## src/rtl/tns_decoder_19.sv

```systemverilog
// Iterative TNS decoder: accumulates one 3-bit group of codeword weights per cycle.
// Define TNS_DEC_ERR_EN to add the dec_err_o overflow flag.
`ifndef BLEN07_C
// Fallback weight set (tribonacci), normally supplied by TNS.vh.
`define BLEN07_C 17
`define TNS07_C  66012
`define TNS06_A  35890
`define TNS06_B  19513
`define TNS06_C  10609
`define TNS05_A  5768
`define TNS05_B  3136
`define TNS05_C  1705
`define TNS04_A  927
`define TNS04_B  504
`define TNS04_C  274
`define TNS03_A  149
`define TNS03_B  81
`define TNS03_C  44
`define TNS02_A  24
`define TNS02_B  13
`define TNS02_C  7
`define TNS01_A  4
`define TNS01_B  2
`define TNS01_C  1
`endif

module tns_decoder_19 (
    input  logic                 clock_i,
    input  logic                 reset_i,
    input  logic [18:0]          codein_i,
    input  logic                 in_valid_i,
    output logic                 in_ready_o,
    output logic [`BLEN07_C-1:0] dataout_o,
    output logic                 out_valid_o,
`ifdef TNS_DEC_ERR_EN
    output logic                 dec_err_o,
`endif
    input  logic                 out_ready_i
);

    localparam int DW = `BLEN07_C;
    localparam int AW = DW + 1;

    typedef enum logic [1:0] {IDLE, ACC, DONE} state_t;

    state_t          state_q, state_d;
    logic [AW-1:0]   acc_q, acc_d;
    logic [18:0]     cw_q, cw_d;
    logic [2:0]      grp_q, grp_d;
    logic [DW-1:0]   dout_q, dout_d;
    logic            err_q, err_d;

    logic [AW-1:0]   wa, wb, wc, grp_sum;
    logic [4:0]      base;
    logic [18:0]     sh;

    always_comb begin
        wa = '0;
        wb = '0;
        wc = '0;
        case (grp_q)
            3'd6: begin wa = AW'(`TNS06_A); wb = AW'(`TNS06_B); wc = AW'(`TNS06_C); end
            3'd5: begin wa = AW'(`TNS05_A); wb = AW'(`TNS05_B); wc = AW'(`TNS05_C); end
            3'd4: begin wa = AW'(`TNS04_A); wb = AW'(`TNS04_B); wc = AW'(`TNS04_C); end
            3'd3: begin wa = AW'(`TNS03_A); wb = AW'(`TNS03_B); wc = AW'(`TNS03_C); end
            3'd2: begin wa = AW'(`TNS02_A); wb = AW'(`TNS02_B); wc = AW'(`TNS02_C); end
            3'd1: begin wa = AW'(`TNS01_A); wb = AW'(`TNS01_B); wc = AW'(1);        end
            default: ;
        endcase
    end

    // Group grp occupies bits 3grp-1..3grp-3; shift it down to [2:0].
    assign base    = {2'b00, grp_q} * 5'd3;
    assign sh      = cw_q >> (base - 5'd3);
    assign grp_sum = (sh[2] ? wa : '0) + (sh[1] ? wb : '0) + (sh[0] ? wc : '0);

    always_comb begin
        state_d    = state_q;
        acc_d      = acc_q;
        cw_d       = cw_q;
        grp_d      = grp_q;
        dout_d     = dout_q;
        err_d      = err_q;
        in_ready_o = 1'b0;
        case (state_q)
            IDLE: in_ready_o = 1'b1;
            ACC: begin
                acc_d = acc_q + grp_sum;
                grp_d = grp_q - 3'd1;
                if (grp_q == 3'd1) begin
                    state_d = DONE;
                    dout_d  = acc_d[DW-1:0];
                    err_d   = acc_d[DW];
                end
            end
            DONE: begin
                if (out_ready_i) begin
                    in_ready_o = 1'b1;
                    err_d      = 1'b0;
                    state_d    = IDLE;
                end
            end
            default: state_d = IDLE;
        endcase
        // A load in DONE overlaps the transfer of the finished word.
        if (in_ready_o && in_valid_i) begin
            cw_d    = codein_i;
            acc_d   = codein_i[18] ? AW'(`TNS07_C) : '0;
            grp_d   = 3'd6;
            state_d = ACC;
        end
    end

    always_ff @(posedge clock_i or posedge reset_i) begin
        if (reset_i) begin
            state_q <= IDLE;
            acc_q   <= '0;
            cw_q    <= '0;
            grp_q   <= '0;
            dout_q  <= '0;
            err_q   <= 1'b0;
        end else begin
            state_q <= state_d;
            acc_q   <= acc_d;
            cw_q    <= cw_d;
            grp_q   <= grp_d;
            dout_q  <= dout_d;
            err_q   <= err_d;
        end
    end

    assign dataout_o   = dout_q;
    assign out_valid_o = (state_q == DONE);

`ifdef TNS_DEC_ERR_EN
    assign dec_err_o = err_q;
`else
    logic unused_err;
    assign unused_err = err_q;
`endif

endmodule

```

## config.mk

```make
export PLATFORM = sky130hd
export DESIGN_NAME = tns_decoder_19
export DESIGN_NICKNAME = d
export VERILOG_FILES = /design/src/rtl/tns_decoder_19.sv
export SDC_FILE = /design/constraint.sdc
export NUM_CORES = 1
export LEC_CHECK = 0
export ABC_AREA = 1
export BUFFER_PORTS_ARGS = -buffer_cell sky130_fd_sc_hd__buf_2
export CORE_MARGIN = 4
export CORE_UTILIZATION = 44
export CTS_CLUSTER_SIZE = 24
export DETAILED_ROUTE_END_ITERATION = 8
export SLEW_MARGIN = 10
export SYNTH_ARGS = -nofsm -noshare
export SYNTH_HDL_FRONTEND = slang
export SYNTH_SLANG_ARGS = --single-unit
```

## constraint.sdc

```tcl
create_clock -name clock_i -period 4.25 [get_ports clock_i]
set_input_delay 0.85 -clock clock_i [delete_from_list [all_inputs] [get_ports clock_i]]
set_output_delay 0.85 -clock clock_i [all_outputs]
set_load 0.1 [all_outputs]
```

; ---- Yosys cells after proc, flatten, opt, wreduce, memory -nomap -nowiden
; Cells that the tools add are included.
[word_totals]
input_bits = 23
ff_bits = 59
wordCells = 45
out_inout_bits = 19
[classes]
n_mux = 17
shifts = 1
multipliers = 1
addsub = 5
n_reduce_logical = 5
n_eq_ne = 11
[op_table]
columns = op, count
row1 = 16-bit case mux with 6 select lines, 1
row2 = 18-bit 2-to-1 mux, 5
row3 = 15-bit case mux with 6 select lines, 1
row4 = 14-bit case mux with 6 select lines, 1
row5 = 18-bit adder, 3
row6 = 19-bit by 5-bit right shift with 3-bit output, 1
row7 = 17-bit 2-to-1 mux, 1
row8 = 3-bit == test (second input constant), 3
row9 = 3-bit by 2-bit == test with 1-bit output (second input constant), 2
row10 = 2-bit 2-to-1 mux, 3
row11 = 3-bit 2-to-1 mux, 2
row12 = 2-bit case mux with 3 select lines, 1
row13 = 3-bit by 2-bit multiplier with 5-bit output (second input constant), 1
row14 = 5-bit by 2-bit subtractor with 5-bit output (second input constant), 1
row15 = 3-bit by 1-bit == test with 1-bit output (second input constant), 1
row16 = 3-bit by 1-bit inequality test with 1-bit output (second input constant), 1
row17 = 3-bit inequality test (second input constant), 1
row18 = 3-bit AND reduction, 1
row19 = 3-bit by 1-bit subtractor with 3-bit output (second input constant), 1
row20 = 2-bit by 1-bit == test with 1-bit output (second input constant), 1
row21 = 2-bit == test (second input constant), 1
row22 = 2-bit logical NOT, 1
row23 = 2-bit inequality test (second input constant), 1
row24 = 1-bit case mux with 2 select lines, 1
row25 = other kinds (4), 4

; ---- Depth between registers and ports, before layout
; Gate-level depths: netlist of the first run.
[depth]
depth_word = 9
depth_mapped = 27
mapped_depth_nobuf = 26

; ---- Worst setup path after synthesis of the first run
; No wires, ideal clock.
[synth_path]
path_type = register to register
startpoint = register grp_q[0]
endpoint = register acc_q[8]
path_stages_with_launch = 19
synth_period_minus_slack_ns = 4.464
path_buffers = 0
t_required_ns = 4.118
arrival_ns = 4.333
path_slack_ns = -0.214
path_cell_list = dfrtp_1 > ha_1 > inv_1 > fa_1 > inv_2 > nor2_2 > nand3_2 > o21ai_4 > nand4_1 > fa_1 > inv_1 > fa_1 > ha_1 > or2_2 > nand3_1 > nand2_1 > or2_2 > nand3_1 > nand3_1
[synth_via]
elab_chain_len = 9
word_cells_on_any_way = 20
classes_between = add/sub: 4 / mul: 1 / eq/ne: 6 / shift: 1 / mux: 8
[synth_lines]
columns = element, line
row1 = from (decl), 49  ; logic [2:0] grp_q, grp_d;
row2 = from (signal assigned), 126  ; grp_q <= grp_d;
row3 = 3-bit by 2-bit multiplier with 5-bit output, 73  ; assign base = {2'b00, grp_q} * 5'd3;
row4 = 5-bit by 2-bit subtractor with 5-bit output, 74  ; assign sh = cw_q >> (base - 5'd3);
row5 = 19-bit by 5-bit right shift with 3-bit output, 74
row6 = 18-bit 2-to-1 mux, 75  ; assign grp_sum = (sh[2] ? wa : '0) + (sh[1] ? wb : '0) + (sh[0] ? wc : '0);
row7 = 18-bit adder, 75
row8 = 18-bit adder (*), 75
row9 = 18-bit adder (*), 88  ; acc_d = acc_q + grp_sum;
row10 = 18-bit 2-to-1 mux (*), 85  ; case (state_q)
row11 = 18-bit 2-to-1 mux (*), 106  ; if (in_ready_o && in_valid_i) begin
row12 = to (signal assigned), 117  ; acc_q <= '0;
row13 = to (signal assigned), 124  ; acc_q <= acc_d;
row14 = to (decl), 47  ; logic [AW-1:0] acc_q, acc_d;
; Every way passes the cells marked *; elsewhere a longest branch is shown, timed or not. The select of a mux whose other input is x is not followed.
; A chain may end at the register's enable or synchronous reset.

; ---- Worst setup path after layout of the first run
[layout_path]
startpoint = register grp_q[1]
endpoint = register acc_q[8]
; The elaborated chain is that of the path after synthesis.

==> results of run 1 <==
==> cells by family (layout without fill, tap and decap cells) <==
group	count (synthesis)	count (layout)
simple gates	392	392
buf+inv	122	236
xor+xnor	5	5
compound gates	42	42
flops	58	58
fa+ha+maj	57	57
==> placed cells by master, fill, tap and decap left out, types with 7 or more instances in the layout <==
| cell | count |
|---|---|
| a21oi_1 | 8 |
| buf_2 | 41 |
| buf_4 | 56 |
| buf_6 | 11 |
| clkbuf_8 | 10 |
| dfrtp_1 | 56 |
| fa_1 | 20 |
| ha_1 | 20 |
| ha_4 | 11 |
| inv_1 | 87 |
| inv_2 | 22 |
| nand2_1 | 200 |
| nand2_2 | 33 |
| nand2_4 | 13 |
| nand3_1 | 27 |
| nand3_2 | 24 |
| nand3_4 | 9 |
| nand4_1 | 22 |
| nor2_1 | 30 |
| nor2_2 | 17 |
| nor2_4 | 7 |
| o21ai_0 | 12 |
| o21ai_1 | 10 |
==> how the worst min path moves through the flow <==
stage | slack [ns] | cells after the start | to | startpoint
5_1_grt | 0.50 | 2 | dataout_o[4] | dataout_o[4]
3_3_place_gp | 0.46 | 2 | dataout_o[3] | dataout_o[3]
4_1_cts | 0.48 | 2 | dataout_o[16] | dataout_o[16]
6_report | 0.47 | 2 | dataout_o[16] | dataout_o[16]
3_5_place_dp | 0.46 | 2 | dataout_o[16] | dataout_o[16]
2_1_floorplan | 0.45 | 2 | acc_q[10] | acc_q[10]
==> routing by layer <==
| metal | up-vias | track usage (%) | routed length [um] |
|---|---|---|---|
| met5 | - | 0 | 0 |
| met4 | 0 | 9.215 | 435 |
| met3 | 33 | 2.971 | 820 |
| met2 | 150 | 35.02 | 6074 |
| met1 | 2247 | 32.88 | 6610 |
| li1 | 2337 | - | - |
==> through the flow <==
step                hold slack, ns  setup slack [ns]  std cells  area [um2]
floorplan                   0.4489          0.001759        676        5001
global placement            0.4559           -0.2606        899        5717
detailed placement          0.4619           -0.3013        899        5717
CTS                         0.4804           -0.1823        926        6210
global route                0.5015           -0.3911        930        6588
finish                      0.4678           -0.2351        930        6588
==> worst reg2reg max path, delay by kind of cell, from the launching register on <==
kind | cells | cell delay [ns]
flip-flops | 1 | 0.46
buffers and inverters | 4 | 0.28
AND/OR/NAND/NOR | 9 | 1.06
AO/OA/AOI/OAI | 2 | 0.40
adder cells (fa/ha/maj) | 5 | 2.16
==> what timing repair did <==
action | in CTS | in global routing
endpoints found under the setup margin | 26 | 29
buffers inserted | 11 | 5
resized for setup | 44 | 88
pin swaps | 19 | 48
hold buffers | 0 | 0
==> flip-flops by register name, summed over array words and instances (netlist names) <==
signal,count
acc_q,17
grp_q,3
dataout_o,17
cw_q,19
state_q,2
==> cell type report <==
| cell class | instances | area [um2] |
|---|---|---|
| tap | 140 | 175.2 |
| multi-input combinational | 496 | 3568 |
| inverter | 111 | 416.7 |
| timing repair buffer | 109 | 769.5 |
| fill | 998 | 4300 |
| clock buffer | 10 | 137.6 |
| clock inverter | 6 | 66.31 |
| sequential | 58 | 1454 |
==> results.json, run 1 <==
{
  "outcome": "finished, violations left",
  "violations": "negative setup slack",
  "rsz0062_at_grt": "yes",
  "yosysTopAreaCell": "dfrtp_1",
  "startpoint_type": "flop",
  "yosysMostFrequentCell": "nand2_1",
  "clkTransAtPathRegs_ns": 0.07,
  "ant_nets": 0,
  "fp.dieH_um": 113.6,
  "slew_headroom_pct": 62.02,
  "die_x_um": 113.6,
  "final_nets": 865,
  "crit_required_ns": 4.46,
  "synth-async-reset-ratio_pct": 100.0,
  "synth_top_family_by_area": "simple AND/OR/NAND/NOR gates",
  "grt_overflow": 0,
  "drcViolationCount": 0,
  "synth_edf_count": 0,
  "crit_path_start": "grp_q[1]",
  "drive_above_1_share_pct": 35.82,
  "ios": 42,
  "worstPathCellList": "ha_4 -> inv_2 -> fa_2 -> inv_2 -> nor2_4 -> nand3_2 -> o21ai_4 -> buf_6 -> nand4_1 -> fa_1 -> fa_1 -> inv_2 -> ha_4 -> nand2_2 -> nand2_2 -> a21oi_4 -> nand2_8 -> or2_4 -> nand3_2 -> nand3_1",
  "r2r_slack_ns": -0.24,
  "fin_util_pct": 60.50,
  "start_util_pct": 45.09,
  "synth.top_cell.area_share_pct": 29.56,
  "fmax_mhz": 223.0,
  "period_share_pct": 105.5,
  "grt.total_usage_pct": 22.88,
  "synthFlopType": "dfrtp_1",
  "via_per_inst": 5.126,
  "cp.depth": 20,
  "layout_min_cycle_time_ns": 4.485,
  "vias": 4767,
  "hold_violations": 0,
  "grt_pass1_vias": 4758,
  "drv_cap": 0,
  "hpwl_um": 10440,
  "finalMaxSlewViolations": 0,
  "tightest_slew_ns": 0.5691,
  "n_antenna_cell": 0,
  "dr.pass1.iters": 5,
  "clock_insertion_delay_worst_skew_ns": 0.35,
  "wl_um": 13940,
  "synth-seq-cells": 58,
  "synth_xor_area_share_pct": 0.8919,
  "row_count": 38,
  "postSynthCellCount": 676,
  "synth_seq_area_share_pct": 29.56,
  "yosys_warnings": 0,
  "die_area_um2": 12910,
  "root_buffer": "clkbuf_8",
  "antenna_found_initial": 0,
  "cp_num_buf_inv": 4,
  "cpMaxStageDelayCell": "fa_1",
  "synthesis.area_um2": 4910,
  "critPathCapture": "acc_q[8]",
  "crit_fanout": 4,
  "r2r_cells": 20,
  "syn_nets": 756,
  "synth_area_per_cell_um2": 7.263,
  "yosys-top-cells-count": "nand2_1, inv_1, dfrtp_1, nand3_1, nor2_1",
  "setup_ws_ns": -0.2351,
  "endpoint_kind": "flop",
  "routedWlPerCell_um": 14.99,
  "htree_levels": 3,
  "drt-initial-drc-count": 278,
  "clk_path_buf_depth": 2,
  "path_common_cell": "inv_2",
  "critical_path_class": "reg -> reg",
  "cp.arrival_ns": 4.69,
  "r2r_start": "grp_q[1]",
  "muxShareOfSynthArea_pct": 0,
  "place.gp.congestion": 0.9783,
  "tritoncts": "built",
  "synth-adder-area-share_pct": 18.20,
  "synth_compound_area_share_pct": 5.071,
  "syn2layout_area_growth_pct": 34.17,
  "reg2reg_to": "acc_q[8]",
  "yosys.area_share.simple_pct": 36.52,
  "synth_cell_types": 34,
  "setup_viol": 26,
  "portBuffers": 41,
  "max_stage_delay_ns": 0.56,
  "grt_max_degree": 36,
  "cts_sinks": 58,
  "setup_tns_ns": -3.813,
  "synthTopCellsByArea": "dfrtp_1, nand2_1, fa_1, ha_1, inv_1",
  "numCtsBuffers": 9,
  "grt_pass1_wl_um": 23240,
  "crit_family": "adder cells",
  "skew_ns": 0.01025,
  "core_um2": 10890,
  "holdCritPathClass": "reg -> reg"
}
Power of run 1 is not shown: default switching activity piles up to over one toggle a cycle in this logic, so the estimate is an artifact.
==> run 2: changes to the inputs <==
--- a/config.mk
+++ b/config.mk
@@ -5,12 +5,12 @@
 export SDC_FILE = /design/constraint.sdc
 export NUM_CORES = 1
 export LEC_CHECK = 0
-export ABC_AREA = 1
 export BUFFER_PORTS_ARGS = -buffer_cell sky130_fd_sc_hd__buf_2
 export CORE_MARGIN = 4
 export CORE_UTILIZATION = 44
 export CTS_CLUSTER_SIZE = 24
 export DETAILED_ROUTE_END_ITERATION = 8
+export HOLD_SLACK_MARGIN = 0.08
 export SLEW_MARGIN = 10
 export SYNTH_ARGS = -nofsm -noshare
 export SYNTH_HDL_FRONTEND = slang
==> run 2 against run 1 <==
Against the previous run:
- the flow still finishes with violations (negative setup slack)
- synthesized cell count fell by 24%
- wire length is 14% lower
- global-route usage decreased by 2.3 points
- via count decreased by 16%
- cell count shrank 19%
- setup slack worse by 0.40 ns
- area after synthesis shrank 5.6%
- non-clock buffer count is 5 higher
- register-to-register slack got worse by 0.40 ns
- sequential share of layout area rose by 2.2 points
==> results.json, run 2 <==
{
  "final_common_cell": "nand2_1",
  "cpMaxStageDelayCell": "fa_1",
  "synth-adder-area-share_pct": 19.28,
  "synth_seq_area_share_pct": 31.32,
  "grt_util_met3_pct": 4.000,
  "grt_max_degree": 34,
  "portBuffers": 41,
  "start_util_pct": 45.09,
  "setup_viol": 27,
  "critical_path_class": "reg -> reg",
  "drt-initial-drc-count": 190,
  "ant_nets": 0,
  "syn2layout_area_growth_pct": 29.21,
  "cp.arrival_ns": 5.12,
  "endpoint_kind": "flop",
  "grt_pass1_wl_um": 20550,
  "clock_insertion_delay_worst_skew_ns": 0.35,
  "crit_required_ns": 4.48,
  "drive_above_1_share_pct": 32.52,
  "mostFrequentLayoutCells": "nand2_1, buf_4, dfrtp_1",
  "busiest_layer": "met2",
  "use_met1_pct": 27.95,
  "hold_violations": 0,
  "synth_top_family_by_area": "adder cells",
  "tritoncts": "built",
  "place.gp.congestion": 0.8760,
  "setup_ws_ns": -0.6369,
  "synth-async-reset-ratio_pct": 100.0,
  "synth_compound_area_share_pct": 13.93,
  "dp_slack_ns": -0.6471,
  "wl_um": 12050,
  "synthTopCellsByArea": "dfrtp_1, fa_1, ha_1, nand2_1, inv_1",
  "layout.filler_cells": 918,
  "largest_reg_flops": 19,
  "syn_nets": 594,
  "final_nets": 692,
  "n_antenna_cell": 0,
  "synth_cell_types": 54,
  "drcViolationCount": 0,
  "worstPathCellList": "ha_4 -> inv_2 -> fa_2 -> buf_4 -> buf_6 -> nor2_2 -> nor4_4 -> o21ai_1 -> and2_1 -> fa_1 -> fa_1 -> inv_1 -> ha_1 -> a21o_1 -> nand3_4 -> a21oi_4 -> nor2_2 -> and4_1 -> or3_1",
  "via_per_inst": 5.348,
  "violations": "negative setup slack",
  "dr.pass1.iters": 4,
  "synth_xor_area_share_pct": 2.646,
  "layout_min_cycle_time_ns": 4.887,
  "slew_headroom_pct": 21.19,
  "htree_levels": 3,
  "skew_ns": 0.009370,
  "grt_overflow": 0,
  "core_um2": 10280,
  "drv_cap": 0,
  "muxShareOfSynthArea_pct": 7.019,
  "tightest_slew_ns": 1.179,
  "antenna_found_initial": 0,
  "grtUsageMet2_pct": 32.97,
  "vias": 4016,
  "max_stage_delay_ns": 0.61,
  "fmax_mhz": 204.6,
  "synth-seq-cells": 58,
  "top_register": "cw_q",
  "row_count": 37,
  "postSynthCellCount": 514,
  "rsz0062_at_grt": "yes",
  "fp.dieH_um": 110.6,
  "yosysMostFrequentCell": "nand2_1",
  "synthesis.area_um2": 4634,
  "ctsHoldBuffers": 0,
  "r2r_slack_ns": -0.64,
  "synthFlopType": "dfrtp_1",
  "numCtsBuffers": 9,
  "crit_fanout": 5,
  "yosys.area_share.simple_pct": 18.71,
  "startpoint_type": "flop",
  "holdCritPathClass": "reg -> reg",
  "grt.total_usage_pct": 20.54,
  "clk_path_buf_depth": 2,
  "synth.top_cell.area_share_pct": 31.32,
  "yosysTopAreaCell": "dfrtp_1",
  "routedWlPerCell_um": 16.04,
  "cts_sinks": 58,
  "finalMaxSlewViolations": 0,
  "outcome": "finished, violations left",
  "root_buffer": "clkbuf_8",
  "yosys-top-cells-count": "nand2_1, dfrtp_1, inv_1, ha_1, o21ai_0",
  "period_share_pct": 115.0,
  "clkTransAtPathRegs_ns": 0.07,
  "synth_area_per_cell_um2": 9.016,
  "synth_edf_count": 0,
  "die_x_um": 110.6,
  "yosys_warnings": 0,
  "hpwl_um": 8906,
  "ios": 42,
  "grt_pass1_vias": 4234,
  "die_area_um2": 12240
}
run 2: changes by cell type after synthesis, sizes merged, moves of 12 or more:
cell and delta:
nand2 -143, nand4 -20, nand3 -41, o21ai +12, a21oi +14, clkbuf +16, mux4 +12, inv -60
nor2 -32
run 2: what timing repair did:
item,4_1_cts,5_1_grt
cloned,0,0
endpoints found under the setup margin,29,30
resized for setup,21,27
setup buffers,4,2
pin swaps,3,18
run 2: per-stage QoR:
stage	util, %	std cells	hold WS [ns]	TNS [ns]	cell area [um2]
after floorplan	-	514	0.4405	-7.190	4801
after global placement	53.82	732	0.4522	-10.01	5532
after detailed placement	53.82	732	0.4585	-11.30	5532
after CTS	56.79	750	0.4739	-9.564	5837
after global routing	58.27	751	0.5116	-17.45	5988
final	58.27	751	0.4665	-10.47	5988
run 2: worst paths after layout:
kind / startpoint / end / cells past startpoint
hold reg to reg: dataout_o[0] / dataout_o[0] / 2
max in group asynchronous: reset_i / dataout_o[1] / 3
min in group asynchronous: reset_i / acc_q[14] / 2
setup / recovery: grp_q[1] / dataout_o[12] / 19
setup reg to reg: grp_q[1] / dataout_o[12] / 19
hold / removal: dataout_o[0] / dataout_o[0] / 2
run 2: metal layers:
| metal | share of wire (%) | wire length (um) |
|---|---|---|
| met1 | 46 | 5541 |
| met2 | 47 | 5719 |
| met3 | 4.9 | 585 |
| met4 | 1.7 | 199 |
| met5 | 0 | 0 |
run 2: cell type report:
type                            count  area (um2)  share of cell area [%]
Multi-Input combinational cell    379        3228                   53.91
Sequential cell                    58        1455                   24.30
Timing Repair Buffer              114       757.0                   12.64
Inverter                           50       205.2                   3.427
Tap cell                          136       170.2                   2.842
Clock buffer                       10       127.6                   2.131
Clock inverter                      4       45.04                  0.7522
run 2: logic make-up (layout without fill, tap and decap cells):
kind of cell / Yosys count / count (layout)
AO/OA/AOI/OAI: 103 / 103
AND/OR/NAND/NOR: 190 / 190
multiplexers: 15 / 15
adder cells (fa/ha/maj): 57 / 57
buffers and inverters: 77 / 178
XOR/XNOR: 14 / 14
flip-flops: 58 / 58
run 2: critical path, delay by kind of cell (launching register included):
kind                     cells  cell delay [ns]
AO/OA/AOI/OAI                3             0.54
adder cells (fa/ha/maj)      5             2.23
buffers and inverters        4             0.32
flip-flops                   1             0.46
AND/OR/NAND/NOR              7             1.22
Power of run 2 is left out for the same reason.
==> run 3: changes to the inputs <==
--- a/config.mk
+++ b/config.mk
@@ -5,12 +5,16 @@
 export SDC_FILE = /design/constraint.sdc
 export NUM_CORES = 1
 export LEC_CHECK = 0
+export ABC_AREA = 1
 export BUFFER_PORTS_ARGS = -buffer_cell sky130_fd_sc_hd__buf_2
+export CELL_PAD_IN_SITES_DETAIL_PLACEMENT = 0
+export CELL_PAD_IN_SITES_GLOBAL_PLACEMENT = 2
 export CORE_MARGIN = 4
-export CORE_UTILIZATION = 44
+export CORE_UTILIZATION = 32
 export CTS_CLUSTER_SIZE = 24
 export DETAILED_ROUTE_END_ITERATION = 8
 export HOLD_SLACK_MARGIN = 0.08
+export PLACE_DENSITY_LB_ADDON = 0.1
 export SLEW_MARGIN = 10
 export SYNTH_ARGS = -nofsm -noshare
 export SYNTH_HDL_FRONTEND = slang
==> run 3 against run 2 <==
Against the previous run:
- the flow still finishes with violations (negative setup slack)
- wire length is 31% higher
- clock skew is 0.0020 ns lower
- cell count rose by 34%
- sequential share of layout area down 3.3 points
- global-route usage down 1.6 points
- core utilization fell by 12 points
- register-to-register slack gained 0.39 ns
- via count increased by 17%
- cell area up 16%
- largest cell class unchanged
==> results.json, run 3 (synthesized netlist as in run 1, its figures left out) <==
{
  "drt-initial-drc-count": 240,
  "period_share_pct": 105.9,
  "grt_pass1_vias": 4854,
  "slew_headroom_pct": 42.33,
  "seqCellArea_um2": 1454,
  "setup_viol": 28,
  "grt_pass1_wl_um": 25920,
  "routedWlPerCell_um": 15.69,
  "grt_max_degree": 38,
  "hpwl_um": 12050,
  "drv_cap": 0,
  "crit_family": "adder cells",
  "top_register": "cw_q",
  "ant_nets": 0,
  "antenna_found_initial": 0,
  "fp.dieH_um": 131.9,
  "cp.arrival_ns": 4.73,
  "setup_ws_ns": -0.2508,
  "die_area_um2": 17390,
  "worstPathCellList": "ha_4 -> inv_2 -> fa_2 -> inv_2 -> nor2_4 -> nand3_4 -> o21ai_4 -> buf_6 -> nand4_1 -> buf_4 -> fa_1 -> fa_1 -> inv_2 -> ha_4 -> nand2_1 -> nor2_1 -> nand3_2 -> nand2_4 -> nand2_1 -> nand2_1 -> nand2_1 -> nand3_1 -> nand2_1",
  "multi_input_area_um2": 3532,
  "layout_min_cycle_time_ns": 4.501,
  "endpoint_kind": "flop",
  "outcome": "finished, violations left",
  "rsz0062_at_grt": "yes",
  "violations": "negative setup slack",
  "via_per_inst": 4.684,
  "cp_num_buf_inv": 5,
  "grt_overflow": 0,
  "row_count": 45,
  "numCtsBuffers": 9,
  "clkTransAtPathRegs_ns": 0.05,
  "holdCritPathClass": "reg -> reg",
  "crit_path_start": "grp_q[1]",
  "path_common_cell": "nand2_1",
  "start_util_pct": 32.54,
  "largest_reg_flops": 19,
  "tritoncts": "built",
  "vias": 4707,
  "ctsHoldBuffers": 0,
  "drive_above_1_share_pct": 37.75,
  "cts_sinks": 58,
  "ios": 42,
  "grt.total_usage_pct": 18.93,
  "wl_um": 15770,
  "hold_violations": 0,
  "crit_required_ns": 4.47,
  "clock_insertion_delay_worst_skew_ns": 0.34,
  "core_um2": 15090,
  "setup_tns_ns": -5.035,
  "critical_path_class": "reg -> reg",
  "startpoint_type": "flop",
  "clk_path_buf_depth": 2,
  "skew_ns": 0.007389,
  "crit_fanout": 4,
  "tightest_slew_ns": 0.8650,
  "final_nets": 892,
  "syn2layout_area_growth_pct": 41.31,
  "final_common_cell": "nand2_1",
  "dr.pass1.iters": 4,
  "finalMaxSlewViolations": 0,
  "r2r_start": "grp_q[1]",
  "drcViolationCount": 0,
  "hold_slack_ns": 0.4651,
  "root_buffer": "clkbuf_16",
  "portBuffers": 41,
  "fmax_mhz": 222.2,
  "cpMaxStageDelayCell": "fa_2",
  "layout.filler_cells": 1553,
  "htree_levels": 3,
  "mostFrequentLayoutCells": "nand2_1, inv_1, buf_4",
  "die_x_um": 131.9,
  "place.gp.congestion": 0.8828,
  "max_stage_delay_ns": 0.57,
  "worstHoldStart": "dataout_o[12]"
}
-- run 3: cell types whose count changed in the layout (fill, tap and decap cells not counted), sizes merged, moves of 7 or more --
cell,change
mux4,-12
nor2b,-7
nand3,+42
o21ai,-12
xnor2,-7
a21oi,-14
inv,+60
nand4,+20
nand2,+143
buf,+21
nor2,+32
-- run 3: worst reg2reg max path, cell delays in order, from the launching register on --
cell and delay [ns]:
dfrtp_2 0.46, ha_4 0.28, inv_2 0.03, fa_2 0.57, inv_2 0.08, nor2_4 0.15, nand3_4 0.10, o21ai_4 0.21
buf_6 0.13, nand4_1 0.10, buf_4 0.17, fa_1 0.46, fa_1 0.56, inv_2 0.05, ha_4 0.30, nand2_1 0.08
nor2_1 0.12, nand3_2 0.09, nand2_4 0.12, nand2_1 0.09, nand2_1 0.07, nand2_1 0.06, nand3_1 0.08, nand2_1 0.05
-- run 3: what timing repair did --
item,CTS,global route
pin swaps,64,39
gates cloned,1,0
setup buffers,17,4
setup endpoints to repair,29,29
gates resized for setup,100,28
-- run 3: layout make-up --
class	instances	share of cell area (%)
Inverter	111	6.041
Multi-Input combinational cell	497	50.91
Clock inverter	2	0.5050
Timing Repair Buffer	135	14.27
Clock buffer	13	3.895
Tap cell	188	3.390
Sequential cell	58	20.96
Antenna cell	1	0.03607
-- run 3: per-stage QoR --
step	cells	area [um2]	util, %	setup slack (ns)
CTS	1001	6790	45.00	-0.2125
floorplan	676	5001	-	0.001759
finish	1005	6938	45.98	-0.2508
detailed placement	970	5962	39.51	-0.4122
global placement	970	5962	39.51	-0.3538
global route	1004	6935	45.96	-0.4308
-- run 3: path summary, 6_finish.rpt --
kind | end | depth (start not counted) | slack [ns]
min in group asynchronous | cw_q[17] | 2 | 0.68
max | dataout_o[16] | 23 | -0.25
max in group asynchronous | acc_q[8] | 3 | 2.72
min | dataout_o[12] | 2 | 0.47
max reg2reg | dataout_o[16] | 23 | -0.25
min reg2reg | dataout_o[12] | 2 | 0.47
-- run 3: layer usage --
metal | routed length [um] | global-route usage (%) | vias up | part of all wire, %
met5 | 0 | 0 | - | 0
li1 | - | - | 2395 | -
met1 | 8305 | 28.63 | 2225 | 53
met4 | 304 | 6.068 | 0 | 1.9
met3 | 528 | 2.786 | 19 | 3.3
met2 | 6625 | 27.62 | 68 | 42
Power of run 3 is left out for the same reason.
